==> config.mk <==
export PLATFORM = sky130hd
export DESIGN_NAME = pulse_to_level_flat
export DESIGN_NICKNAME = d
export VERILOG_FILES = /design/src/rtl/pulse_to_level_if.sv /design/src/rtl/pulse_to_level.sv /design/src/flat_wrapper.sv
export SDC_FILE = /design/constraint.sdc
export NUM_CORES = 1
export LEC_CHECK = 0
export BUFFER_PORTS_ARGS = -buffer_cell sky130_fd_sc_hd__buf_4
export CAP_MARGIN = 0
export CORE_AREA = 4 4 41 43
export DETAILED_ROUTE_END_ITERATION = 8
export DIE_AREA = 0 0 45 47
export SLEW_MARGIN = 30
export SYNTH_ARGS = -nofsm -noshare
export SYNTH_HDL_FRONTEND = slang
export SYNTH_SLANG_ARGS = --single-unit
==> constraint.sdc <==
create_clock -name clock -period 2.5 [get_ports clock]
set_input_delay 0.5 -clock clock [delete_from_list [all_inputs] [get_ports clock]]
set_output_delay 0.5 -clock clock [all_outputs]
set_load 0.005 [all_outputs]
==> src/rtl/pulse_to_level_if.sv <==
// pulse_to_level_if
//   Groups the event input, acknowledge and the three level outputs of
//   pulse_to_level so the converter can be wired as one bundle.
//   master : event producer / consumer of the levels (drives pulse_in, ack_in)
//   slave  : the pulse_to_level block itself (drives the level outputs)
interface pulse_to_level_if;
  logic pulse_in;
  logic ack_in;
  logic level_toggle_out;
  logic level_stretched_out;
  logic level_latched_out;
  logic pulse_ignored_out;

  modport master (
    output pulse_in,
    output ack_in,
    input  level_toggle_out,
    input  level_stretched_out,
    input  level_latched_out,
    input  pulse_ignored_out
  );

  modport slave (
    input  pulse_in,
    input  ack_in,
    output level_toggle_out,
    output level_stretched_out,
    output level_latched_out,
    output pulse_ignored_out
  );
endinterface

==> src/rtl/pulse_to_level.sv <==
// pulse_to_level
//   Turns one-cycle event pulses back into levels:
//     - a toggle level that inverts once per pulse,
//     - a stretched level held high for STRETCH_LENGTH cycles per accepted pulse,
//     - a sticky latched level held until acknowledged.
//   All outputs are registered; a pulse sampled in cycle N shows in cycle N+1.
//
// Ports
//   clock : rising-edge clock
//   clear : synchronous active-high reset, overrides every other input
//   bus   : pulse_to_level_if.slave
//             pulse_in            event pulse, each high cycle is one pulse
//             ack_in              clears level_latched_out
//             level_toggle_out    inverts on every pulse
//             level_stretched_out high for STRETCH_LENGTH cycles after an accepted pulse
//             level_latched_out   set by pulse, cleared by ack (set wins)
//             pulse_ignored_out   one-cycle flag for a pulse dropped during a stretch
//                                 (only possible with RETRIGGER = 0)
//
// Parameters
//   STRETCH_LENGTH : 1..65535 cycles of stretched output per accepted pulse
//   RETRIGGER      : 1 = pulse during stretch reloads the count, 0 = ignored
//   TOGGLE_INITIAL : reset value of level_toggle_out
module pulse_to_level #(
  parameter int unsigned STRETCH_LENGTH = 4,
  parameter logic        RETRIGGER      = 1'b1,
  parameter logic        TOGGLE_INITIAL = 1'b0
) (
  input  logic                   clock,
  input  logic                   clear,
  pulse_to_level_if.slave        bus
);

  localparam int unsigned     CW   = $clog2(STRETCH_LENGTH + 1);
  localparam logic [CW-1:0]   LOAD = CW'(STRETCH_LENGTH);
  localparam logic [CW-1:0]   ONE  = CW'(1);

  localparam logic [0:0] IDLE    = 1'b0;
  localparam logic [0:0] STRETCH = 1'b1;

  logic [0:0]    state_q;
  logic [0:0]    state_d;
  logic [CW-1:0] count_q;
  logic [CW-1:0] count_d;
  logic          ignored_d;

  logic toggle_q;
  logic stretched_q;
  logic latched_q;
  logic ignored_q;

  // Stretch FSM next-state. The counter saturates at zero and a reload
  // always writes the full STRETCH_LENGTH.
  always_comb begin
    state_d   = state_q;
    count_d   = count_q;
    ignored_d = 1'b0;
    case (state_q)
      IDLE: begin
        if (bus.pulse_in) begin
          count_d = LOAD;
          state_d = STRETCH;
        end
      end
      STRETCH: begin
        if (bus.pulse_in && RETRIGGER) begin
          count_d = LOAD;
        end else begin
          if (count_q != '0) begin
            count_d = count_q - ONE;
          end
          if (count_q <= ONE) begin
            state_d = IDLE;
          end
          ignored_d = bus.pulse_in && !RETRIGGER;
        end
      end
      default: begin
        state_d = IDLE;
        count_d = '0;
      end
    endcase
  end

  always_ff @(posedge clock) begin
    if (clear) begin
      state_q     <= IDLE;
      count_q     <= '0;
      toggle_q    <= TOGGLE_INITIAL;
      stretched_q <= 1'b0;
      latched_q   <= 1'b0;
      ignored_q   <= 1'b0;
    end else begin
      state_q     <= state_d;
      count_q     <= count_d;
      // Registered copy of "next counter nonzero" so the output equals
      // (counter != 0) without a decode after the flops.
      stretched_q <= (count_d != '0);
      ignored_q   <= ignored_d;
      if (bus.pulse_in) begin
        toggle_q <= ~toggle_q;
      end
      // Set has priority over ack so a simultaneous event is not lost.
      if (bus.pulse_in) begin
        latched_q <= 1'b1;
      end else if (bus.ack_in) begin
        latched_q <= 1'b0;
      end
    end
  end

  assign bus.level_toggle_out    = toggle_q;
  assign bus.level_stretched_out = stretched_q;
  assign bus.level_latched_out   = latched_q;
  assign bus.pulse_ignored_out   = ignored_q;

endmodule

==> src/flat_wrapper.sv <==
// flat-port wrapper written by rule: the top's interface ports become plain ports
module pulse_to_level_flat 
#(
  parameter int unsigned STRETCH_LENGTH = 4,
  parameter logic        RETRIGGER      = 1'b1,
  parameter logic        TOGGLE_INITIAL = 1'b0
)
  (clock, clear, bus_pulse_in, bus_ack_in, bus_level_toggle_out, bus_level_stretched_out, bus_level_latched_out, bus_pulse_ignored_out);
  pulse_to_level_if bus_i ();
  input  logic clock;
  input  logic clear;
  input wire logic [$bits(bus_i.pulse_in)-1:0] bus_pulse_in;
  input wire logic [$bits(bus_i.ack_in)-1:0] bus_ack_in;
  output wire logic [$bits(bus_i.level_toggle_out)-1:0] bus_level_toggle_out;
  output wire logic [$bits(bus_i.level_stretched_out)-1:0] bus_level_stretched_out;
  output wire logic [$bits(bus_i.level_latched_out)-1:0] bus_level_latched_out;
  output wire logic [$bits(bus_i.pulse_ignored_out)-1:0] bus_pulse_ignored_out;
  assign bus_i.pulse_in = bus_pulse_in;
  assign bus_i.ack_in = bus_ack_in;
  assign bus_level_toggle_out = bus_i.level_toggle_out;
  assign bus_level_stretched_out = bus_i.level_stretched_out;
  assign bus_level_latched_out = bus_i.level_latched_out;
  assign bus_pulse_ignored_out = bus_i.pulse_ignored_out;
  pulse_to_level #(.STRETCH_LENGTH(STRETCH_LENGTH), .RETRIGGER(RETRIGGER), .TOGGLE_INITIAL(TOGGLE_INITIAL)) u_core (.clock(clock), .clear(clear), .bus(bus_i));
endmodule
Word-level counts from Yosys, hierarchy flattened
Cells that the tools add are included.
- register bits after elaboration: 7
- input port bits: 4
- output and inout port bits: 4
- add/sub/neg operators: 1
- $lt $le $gt $ge: 1
- muxes and demuxes: 10
- bitwise operators: 2
- reductions and logical operators: 3
- operators by type and width (kind ; number):
    two-way mux 3 bit ; 3
    one-hot mux 3 bit (2 select lines) ; 1
    nonzero test 3 bit ; 2
    two-way mux 1 bit ; 5
    less-or-equal comparator 3 x 1 -> 1 bit (second input constant) ; 1
    subtractor 3 x 1 -> 3 bit (second input constant) ; 1
    NOT 1 bit ; 2
    one-hot mux 1 bit (2 select lines) ; 1
    nonzero test 2 bit ; 1

Logic depth before layout (Yosys ltp)
Gate-level depths: netlist (run 1).
- depth after elaboration: 5
- depth in mapped cells: 7

Least setup slack after synthesis (run 1)
No wires, ideal clock.
- kind: register -> register
- start: reg u_core.count_q[0]
- end: reg u_core.count_q[1]
- arrival: 1.417 ns
- required time: 2.427 ns
- slack: 1.010 ns
- cell stages (with the launch flop): 7
- path buffers: 0
- period minus slack after synthesis: 1.490 ns
- cells stage by stage: dfxtp_1 -> inv_1 -> ha_1 -> ha_1 -> nor2b_4 -> mux2_1 -> nor3_2
- word-level cells in the longest chain between the ends: 4
- elaborated cells between the ends (all ways): 5
- classes of those cells: add/sub: 1; mux: 3; reduce/logical: 1
- RTL lines (element ; RTL line ; RTL):
    start, declared ; pulse_to_level.sv:43 ; logic [CW-1:0] count_q;
    start signal, assigned ; pulse_to_level.sv:95 ; count_q <= count_d;
    subtractor 3 x 1 -> 3 bit or nonzero test 3 bit (tied branches) ; pulse_to_level.sv:70, pulse_to_level.sv:69 ;
    two-way mux 3 bit (*) ; pulse_to_level.sv:69 ; if (count_q != '0) begin
    two-way mux 3 bit (*) ; pulse_to_level.sv:66 ; if (bus.pulse_in && RETRIGGER) begin
    one-hot mux 3 bit (2 select lines) (*) ; pulse_to_level.sv:58 ; case (state_q)
Every way passes the cells marked *; elsewhere a longest branch is shown, timed or not.
A chain may end at the register's enable or synchronous reset.

Final worst setup path (run 1)
Same ends and word-level chain as after synthesis.

==> flow_metrics.py, run 1 <==
metrics = {
    "grt": {
        "grt_busiest_layer": "met2",
        "grt_overflow_total": 0,
        "met3_usage_pct": 2.299,
        "antenna_found_initial": 0,
        "grt_first_pass_wirelength_um": 1076,
        "grt_util_all_layers_pct": 7.290,
        "grtUsageMet1_pct": 8.945,
        "grt_max_degree": 8,
        "grtUsageMet2_pct": 9.887,
        "grt_pass1_vias": 254,
    },
    "sta": {
        "clock.fmax_ghz": 0.6280,
        "post-route-period-util_pct": 63.70,
        "setup_tns_ns": 0,
        "hold_viol": 0,
        "finalMaxSlewViolations": 0,
        "finalCriticalPeriod_ns": 1.592,
        "clock_skew_ns": 0.006340,
        "rsz0062_at_grt": "false",
        "setup_viol": 0,
    },
    "run_status": {
        "outcome": "finished, final reports clean",
    },
    "routing": {
        "avgViaCountPerCell": 4.183,
        "vias": 251,
        "drc": 0,
        "first_iter_violations": 1,
        "routed_wl_um": 529,
        "drtAntennaViolNets": 0,
        "route.detailed.wl_per_inst_um": 8.817,
        "first_pass_iters": 2,
    },
    "synth": {
        "ys_seq_elements": 7,
        "synthesis.area_sq_um": 355.3,
        "avgSynthCellArea_sq_um": 9.871,
        "ys_seq_area_share_pct": 39.44,
        "syn_inst": 36,
        "synth_cell_types": 17,
        "synthesis.nets": 44,
        "ys_warn_count": 0,
    },
    "critical_path": {
        "rr_worst_depth": 6,
        "r2r_start": "u_core.count_q[0]",
        "r2r_slack_ns": 0.91,
        "end_kind": "flip-flop",
        "path_max_fanout": 6,
        "arrival_ns": 1.77,
        "crit_type": "flip-flop to flip-flop",
        "cp_data_required_time_ns": 2.68,
        "startpoint_type": "flip-flop",
        "r2r-end": "u_core.count_q[1]",
    },
    "worst_hold_path": {
        "hold_depth": 2,
        "hp-start": "bus_pulse_in",
        "hp-class": "primary input to flip-flop",
        "whs_endpoint": "u_core.count_q[1]",
    },
    "finish": {
        "finalNetCount": 54,
        "stdcell_area_sq_um": 437.9,
        "area_delta_synth_final_pct": 23.24,
        "drive_gt1_share_pct": 26.67,
        "most-common-layout-cells": "7 x dfxtp_1, 6 x inv_1, 6 x buf_4",
        "nFillCells": 142,
        "diodes": 0,
        "final_common_cell": "dfxtp_1",
    },
    "pwr": {
        "p_leak_nw": 0.1898,
        "peakVddDrop_uv": 254.6,
        "finalPower_w": 0.0002603,
        "cellPowerDensity_nw_per_um2": 594.3,
    },
    "clock_network": {
        "htreeDepth": 1,
        "insertion_delay_ns": 0.25,
        "clock-sinks": 7,
        "cts_root_buf": "clkbuf_4",
        "cts_buffers": 3,
        "hold_buffers": 0,
        "post_cts_buffers": 0,
        "cts.reportedPaths.clkPinSlew_ns": 0.05,
        "postCtsResizedCells": 0,
        "tritoncts": "built",
        "clockBufferDepth": 2,
    },
    "place": {
        "dpl.hpwl_um": 398.8,
        "placed_cell_area_sq_um": 411.6,
        "port_buffers": 6,
        "place.gp.congestion": 0.7715,
    },
    "floorplan": {
        "pin_count": 8,
        "initial_core_util_pct": 27.31,
        "dieArea_sq_um": 2115,
        "die_x_um": 45,
        "die_h_um": 47,
        "core_sq_um": 1301,
        "rows": 13,
    },
    "run": {
        "maxCapViolations": 0,
    },
}
kinds of logic after synthesis:
kind of cell | Yosys count | synth area share (%)
AO/OA/AOI/OAI | 7 | 13.73
AND/OR/NAND/NOR | 6 | 12.32
adder cells (fa/ha/maj) | 4 | 14.09
other | 1 | 1.055
buffers and inverters | 7 | 8.451
multiplexers | 2 | 5.986
flip-flops | 7 | 39.44
XOR/XNOR | 2 | 4.930
power by group:
group / leakage (nW) / total [W] / internal (W) / switching [W]
Clock: 0.0150 / 0.000100 / 0.0000608 / 0.0000394
Combinational: 0.117 / 0.0000355 / 0.0000202 / 0.0000153
Sequential: 0.0580 / 0.000125 / 0.000119 / 0.00000538
Total: 0.190 / 0.000260 / 0.000200 / 0.0000600
stage by stage:
stage               hold WS, ns  std cells  worst slack, ns  utilization (%)
floorplan                0.4597         36            1.010                -
finish                   0.4625         60           0.9076            33.65
CTS                      0.4609         60           0.8973            33.65
global route             0.4701         60           0.7662            33.65
global placement         0.4618         56           0.9299            31.63
detailed placement       0.4596         56           0.9109            31.63
worst max-delay path, cell delays in order, from the launching register on:
cell     delay [ns]
dfxtp_1        0.43
inv_1          0.07
ha_1           0.22
ha_1           0.21
nor2b_4        0.17
mux2_1         0.35
nor3_2         0.09
Yosys cell counts:
cell | number | area (sq um)
dfxtp_1 | 7 | 140.1
nand2b_1 | 1 | 6.260
conb_1 | 1 | 3.750
o211ai_1 | 1 | 7.510
nor2b_4 | 1 | 13.76
a21oi_1 | 4 | 20.02
mux2_1 | 1 | 11.26
a311o_1 | 1 | 10.01
nor3_1 | 2 | 10.01
inv_1 | 6 | 22.52
nor2_1 | 1 | 3.750
buf_4 | 1 | 7.510
nor3_2 | 1 | 10.01
xnor2_1 | 2 | 17.52
mux2i_1 | 1 | 10.01
ha_1 | 4 | 50.05
o21bai_2 | 1 | 11.26
state kept, by name, indices dropped and copies added, names as in the netlist:
name,cells
u_core.bus.level_latched_out,1
u_core.bus.level_stretched_out,1
u_core.bus.level_toggle_out,1
u_core.state_q,1
u_core.count_q,3
worst max path at each step:
stage,from,slack (ns),to
2_1_floorplan,u_core.count_q[0],1.01,u_core.count_q[1]
3_3_place_gp,u_core.count_q[0],0.93,u_core.count_q[1]
3_5_place_dp,u_core.count_q[0],0.91,u_core.count_q[1]
4_1_cts,u_core.count_q[0],0.90,u_core.count_q[1]
5_1_grt,u_core.count_q[0],0.77,u_core.count_q[1]
6_report,u_core.count_q[0],0.91,u_core.count_q[1]
layout make-up:
type | instances | area (sq um) | area share [%]
Clock buffer | 4 | 26.28 | 6.000
Timing Repair Buffer | 6 | 45.04 | 10.29
Multi-Input combinational cell | 22 | 185.2 | 42.29
Sequential cell | 7 | 140.1 | 32.00
Inverter | 6 | 22.52 | 5.143
Tap cell | 15 | 18.77 | 4.286
layer usage:
metal / part of all wire (%) / up-vias / wire length (um)
met5: 0 / - / 0
met3: 5.5 / 2 / 29
met1: 48 / 109 / 252
li1: - / 133 / -
met4: 2.6 / 0 / 14
met2: 44 / 7 / 234
(Power assumes the default switching activity.)
==> run 2: changes to the inputs <==
- ABC_AREA: default -> 1
- clock period: 2.5 -> 1.4 ns (I/O delays scaled with it)
==> flow_metrics.py, run 2 <==
metrics = {
    "run_status": {
        "outcome": "finished, final reports clean",
    },
    "finish": {
        "largest_register_ff_count": 3,
        "diodes": 0,
        "drive_gt1_share_pct": 25.00,
        "area_delta_synth_final_pct": 22.45,
        "layoutNonFillerInstCount": 71,
        "most-common-layout-cells": "12 x inv_1, 8 x nand2_1, 7 x dfxtp_1",
        "stdcell_area_sq_um": 450.4,
        "finalNetCount": 65,
        "regMostFlops": "u_core.count_q",
        "final_common_cell": "inv_1",
    },
    "critical_path": {
        "path_max_fanout": 3,
        "max_stage_delay_ns": 0.35,
        "startpoint_type": "flip-flop",
        "cp_data_required_time_ns": 1.60,
        "slowest_stage": "dfxtp_1",
        "critical-path-top-delay-family": "adder cells",
        "crit_chain": "inv_1 > ha_1 > ha_1 > inv_1 > nand2_1 > nand2_1 > nand3_2 > nand3_2",
        "arrival_ns": 1.48,
        "end_kind": "flip-flop",
        "cp_num_buf_inv": 2,
        "crit_type": "flip-flop to flip-flop",
    },
    "sta": {
        "clock.fmax_ghz": 0.7807,
        "hold_viol": 0,
        "setup_tns_ns": 0,
        "post-route-period-util_pct": 91.49,
        "setup_viol": 0,
        "hold_slack_ns": 0.2121,
        "finalMaxSlewViolations": 0,
        "clock_skew_ns": 0.002982,
        "rsz0062_at_grt": "false",
        "finalCriticalPeriod_ns": 1.281,
    },
    "clock_network": {
        "htreeDepth": 1,
        "cts.reportedPaths.clkPinSlew_ns": 0.06,
        "post_cts_buffers": 0,
        "tritoncts": "built",
        "clockBufferDepth": 2,
        "cts_buffers": 3,
        "cts_root_buf": "clkbuf_4",
        "postCtsResizedCells": 0,
        "clock-sinks": 7,
        "insertion_delay_ns": 0.26,
        "hold_buffers": 0,
    },
    "synth": {
        "ys_seq_elements": 7,
        "synthesis.nets": 55,
        "ys_seq_area_share_pct": 38.10,
        "synth.most_common_cell": "inv_1",
        "synthesis.area_sq_um": 367.9,
        "synth_commonest_cells": "12 x inv_1, 8 x nand2_1, 7 x dfxtp_1",
        "ys_warn_count": 0,
        "syn_inst": 47,
        "synthTopCellsByArea": "dfxtp_1 38%, ha_1 14%, inv_1 12%",
        "synth-edff-count": 0,
        "yosys.area.top_type": "dfxtp_1",
        "synth_top_area_share_pct": 38.10,
        "avgSynthCellArea_sq_um": 7.827,
        "ys_async_sr_fraction_pct": 0,
        "synth_cell_types": 12,
        "synth_top_flop_cell": "dfxtp_1",
    },
    "place": {
        "placed_cell_area_sq_um": 424.2,
        "place.gp.congestion": 0.6961,
        "dpl.hpwl_um": 488.8,
        "placed_cells": 67,
        "port_buffers": 6,
    },
    "floorplan": {
        "initial_core_util_pct": 28.27,
        "pin_count": 8,
        "rows": 13,
        "dieArea_sq_um": 2115,
        "die_x_um": 45,
        "die_h_um": 47,
        "core_sq_um": 1301,
    },
    "grt": {
        "grt_util_all_layers_pct": 7.857,
        "antenna_found_initial": 0,
        "grt_max_degree": 7,
        "grt_pass1_vias": 280,
        "grt_overflow_total": 0,
        "grt_first_pass_wirelength_um": 1097,
    },
    "pwr": {
        "swShare_pct": 25.95,
        "cellPowerDensity_nw_per_um2": 1059,
        "p_comb_share_pct": 13.1,
        "peakVddDrop_uv": 335.6,
        "p_leak_nw": 0.2583,
        "finalPower_w": 0.0004769,
        "p_int_w": 0.0003532,
        "clkPwrFrac_pct": 40.3,
        "p_sw_w": 0.0001238,
        "seq_power_share_pct": 46.6,
    },
    "routing": {
        "drc": 0,
        "first_iter_violations": 11,
        "drtAntennaViolNets": 0,
        "first_pass_iters": 4,
        "routed_wl_um": 637,
        "route.detailed.wl_per_inst_um": 8.972,
        "avgViaCountPerCell": 4.085,
        "vias": 290,
    },
    "worst_hold_path": {
        "hp-class": "primary input to flip-flop",
    },
    "run": {
        "maxCapViolations": 0,
    },
}
-- run 2: cell types whose count changed in the layout (fill, tap and decap cells not counted), sizes merged, moves of 2 or more --
cell,delta
a21oi,-2
inv,+6
nand2,+9
nand3,+7
nor2,+2
nor3,-3
-- run 2: layout make-up --
| class | count | area (sq um) |
|---|---|---|
| well taps | 15 | 18.77 |
| repair buffers | 6 | 45.04 |
| fillers | 147 | 850.8 |
| flip-flops and latches | 7 | 140.1 |
| clock buffers | 4 | 26.28 |
| multi-input cells | 27 | 175.2 |
| inverters | 12 | 45.04 |
-- run 2: logic make-up (layout without fill, tap and decap cells) --
group	Yosys count	in the layout	synth area share, %
AO/OA/AOI/OAI	2	2	2.721
flip-flops	7	7	38.09
AND/OR/NAND/NOR	19	19	27.89
adder cells (fa/ha/maj)	4	4	13.61
other	1	1	1.019
buffers and inverters	13	22	14.29
XOR/XNOR	1	1	2.381
-- run 2: power groups by stage --
stage | Combinational [W] | Clock (W) | Sequential, W
2_1_floorplan | 0.0000374 | 0 | 0.000226
3_3_place_gp | 0.0000618 | 0 | 0.000226
3_5_place_dp | 0.0000630 | 0 | 0.000227
4_1_cts | 0.0000633 | 0.000202 | 0.000223
5_1_grt | 0.0000707 | 0.000209 | 0.000225
6_report | 0.0000625 | 0.000192 | 0.000222
-- run 2: final timing paths --
| path | slack, ns | depth (start not counted) | start | end |
|---|---|---|---|---|
| worst min-delay path | 0.21 | 2 | clear | u_core.state_q |
| worst min register to register | 0.45 | 2 | u_core.bus.level_latched_out | u_core.bus.level_latched_out |
| worst max-delay path | 0.12 | 8 | u_core.count_q[0] | u_core.bus.level_stretched_out |
| worst max register to register | 0.12 | 8 | u_core.count_q[0] | u_core.bus.level_stretched_out |
-- run 2: through the flow --
step,util (%),setup slack (ns)
detailed placement,32.60,0.1452
floorplan,-,0.2267
CTS,34.62,0.1219
global placement,32.60,0.1609
finish,34.62,0.1191
global route,34.62,0.02202
-- run 2: metal layers --
layer	vias up	part of all wire (%)	GRT usage (%)
li1	153	-	-
met1	126	44	8.065
met2	8	48	11.30
met3	3	4.2	3.448
met4	0	3.6	8.772
met5	-	0	0
-- run 2: worst register-to-register path, cell delays in order (launching register included) --
cell	delay, ns
dfxtp_1	0.35
inv_1	0.08
ha_1	0.21
ha_1	0.18
inv_1	0.08
nand2_1	0.07
nand2_1	0.08
nand3_2	0.08
nand3_2	0.09
==> run 3: changes to the inputs <==
- CTS_BUF_LIST: default -> sky130_fd_sc_hd__clkbuf_8
- SKIP_LAST_GASP: default -> 1
==> flow_metrics.py, run 3 (synthesis gave the netlist of run 2 again) <==
metrics = {
    "sta": {
        "post-route-period-util_pct": 90.53,
        "setup_viol": 0,
        "clock.fmax_ghz": 0.7890,
        "finalCriticalPeriod_ns": 1.267,
        "rsz0062_at_grt": "false",
        "finalWorstSetupSlack_ns": 0.1326,
        "finalMaxSlewViolations": 0,
        "hold_viol": 0,
        "clock_skew_ns": 0.003628,
        "setup_tns_ns": 0,
    },
    "clock_network": {
        "insertion_delay_ns": 0.23,
        "tritoncts": "built",
        "cts.reportedPaths.clkPinSlew_ns": 0.04,
        "htreeDepth": 1,
        "cts_buffers": 3,
        "hold_buffers": 0,
        "cts_root_buf": "clkbuf_8",
        "clock-sinks": 7,
        "postCtsResizedCells": 0,
        "post_cts_buffers": 0,
        "clockBufferDepth": 2,
    },
    "finish": {
        "finalNetCount": 65,
        "largest_register_ff_count": 3,
        "area_delta_synth_final_pct": 27.55,
        "layoutNonFillerInstCount": 71,
        "diodes": 0,
        "drive_gt1_share_pct": 25.00,
        "final_common_cell": "inv_1",
        "most-common-layout-cells": "13 x inv_1, 8 x nand2_1, 7 x dfxtp_1",
        "regMostFlops": "u_core.count_q",
    },
    "critical_path": {
        "cp.depth": 7,
        "cp_num_buf_inv": 2,
        "critical-path-top-delay-family": "adder cells",
        "r2r_start": "u_core.count_q[0]",
        "end_kind": "flip-flop",
        "crit_type": "flip-flop to flip-flop",
        "path_max_fanout": 3,
        "startpoint_type": "flip-flop",
        "max_stage_delay_ns": 0.34,
        "r2r-end": "u_core.bus.level_stretched_out",
        "crit_chain": "inv_1 > ha_1 > ha_1 > inv_1 > nand3_1 > nand3_2 > nand3_2",
        "crit_end": "u_core.bus.level_stretched_out",
        "slowest_stage": "dfxtp_1",
        "rr_worst_depth": 7,
        "arrival_ns": 1.38,
        "r2r_slack_ns": 0.13,
        "cp_data_required_time_ns": 1.52,
        "crit_start": "u_core.count_q[0]",
    },
    "run": {
        "maxCapViolations": 0,
    },
    "pwr": {
        "seq_power_share_pct": 39.3,
        "peakVddDrop_uv": 488.3,
        "cellPowerDensity_nw_per_um2": 1211,
        "swShare_pct": 23.50,
        "p_comb_share_pct": 10.9,
        "p_leak_nw": 0.2702,
        "clkPwrFrac_pct": 49.8,
        "p_sw_w": 0.0001336,
        "p_int_w": 0.0004348,
    },
    "floorplan": {
        "die_h_um": 47,
        "die_x_um": 45,
        "core_sq_um": 1301,
        "initial_core_util_pct": 28.27,
        "rows": 13,
        "pin_count": 8,
        "dieArea_sq_um": 2115,
    },
    "place": {
        "place.gp.congestion": 0.6961,
        "dpl.hpwl_um": 488.8,
        "placed_cells": 67,
        "port_buffers": 6,
        "dp_worst_setup_slack_ns": 0.1452,
    },
    "routing": {
        "drc": 0,
        "first_pass_iters": 4,
        "route.detailed.wl_per_inst_um": 8.676,
        "drtAntennaViolNets": 0,
        "avgViaCountPerCell": 3.887,
        "first_iter_violations": 5,
        "vias": 276,
        "routed_wl_um": 616,
    },
    "grt": {
        "grt_first_pass_wirelength_um": 1076,
        "grt_pass1_vias": 271,
        "grt_util_all_layers_pct": 8.175,
        "antenna_found_initial": 0,
        "grt_overflow_total": 0,
        "grt_max_degree": 7,
    },
    "worst_hold_path": {
        "hp-class": "primary input to flip-flop",
    },
    "run_status": {
        "outcome": "finished, final reports clean",
    },
}
run 3: changes by cell type in the layout (fill, tap and decap cells not counted):
cell / previous run / this run
clkbuf_1: 1 / 0
clkbuf_4: 3 / 0
clkbuf_8: 0 / 3
inv_1: 12 / 13
run 3: area by class of cell:
| class | instances | area (sq um) |
|---|---|---|
| Clock inverter | 1 | 3.754 |
| Timing Repair Buffer | 6 | 45.04 |
| Clock buffer | 3 | 41.29 |
| Inverter | 12 | 45.04 |
| Sequential cell | 7 | 140.1 |
| Multi-Input combinational cell | 27 | 175.2 |
| Tap cell | 15 | 18.77 |
| Fill cell | 144 | 832.0 |
run 3: per-layer routing:
metal	GRT usage [%]	vias up	share of wire (%)
met5	0	-	0
met4	10.53	0	3.4
met3	4.598	4	4.5
met2	10.73	3	47
met1	8.065	116	45
li1	-	153	-
run 3: worst min path at each step:
stage	from	end	slack [ns]	cells past startpoint
floorplan	clear	u_core.bus.level_latched_out	0.35	1
global placement	u_core.bus.level_latched_out	u_core.bus.level_latched_out	0.45	2
detailed placement	u_core.bus.level_latched_out	u_core.bus.level_latched_out	0.45	2
CTS	clear	u_core.state_q	0.24	2
global route	clear	u_core.state_q	0.24	2
finish	clear	u_core.state_q	0.24	2
run 3: power by group through the flow:
| stage | sequential (W) | clock, W | combinational (W) |
|---|---|---|---|
| floorplan | 0.000226 | 0 | 0.0000374 |
| global placement | 0.000226 | 0 | 0.0000618 |
| detailed placement | 0.000227 | 0 | 0.0000630 |
| CTS | 0.000224 | 0.000295 | 0.0000629 |
| global route | 0.000226 | 0.000301 | 0.0000705 |
| finish | 0.000223 | 0.000283 | 0.0000617 |
run 3: stage by stage:
stage                     instance area, sq um  power [W]  hold slack [ns]  utilization [%]
after global routing                     469.2  0.0005973           0.2417            36.06
final                                    469.2  0.0005684           0.2410            36.06
after floorplan                          367.9  0.0002635           0.3491                -
after detailed placement                 424.2  0.0002896           0.4489            32.60
after CTS                                469.2  0.0005818           0.2369            36.06
after global placement                   424.2  0.0002880           0.4477            32.60
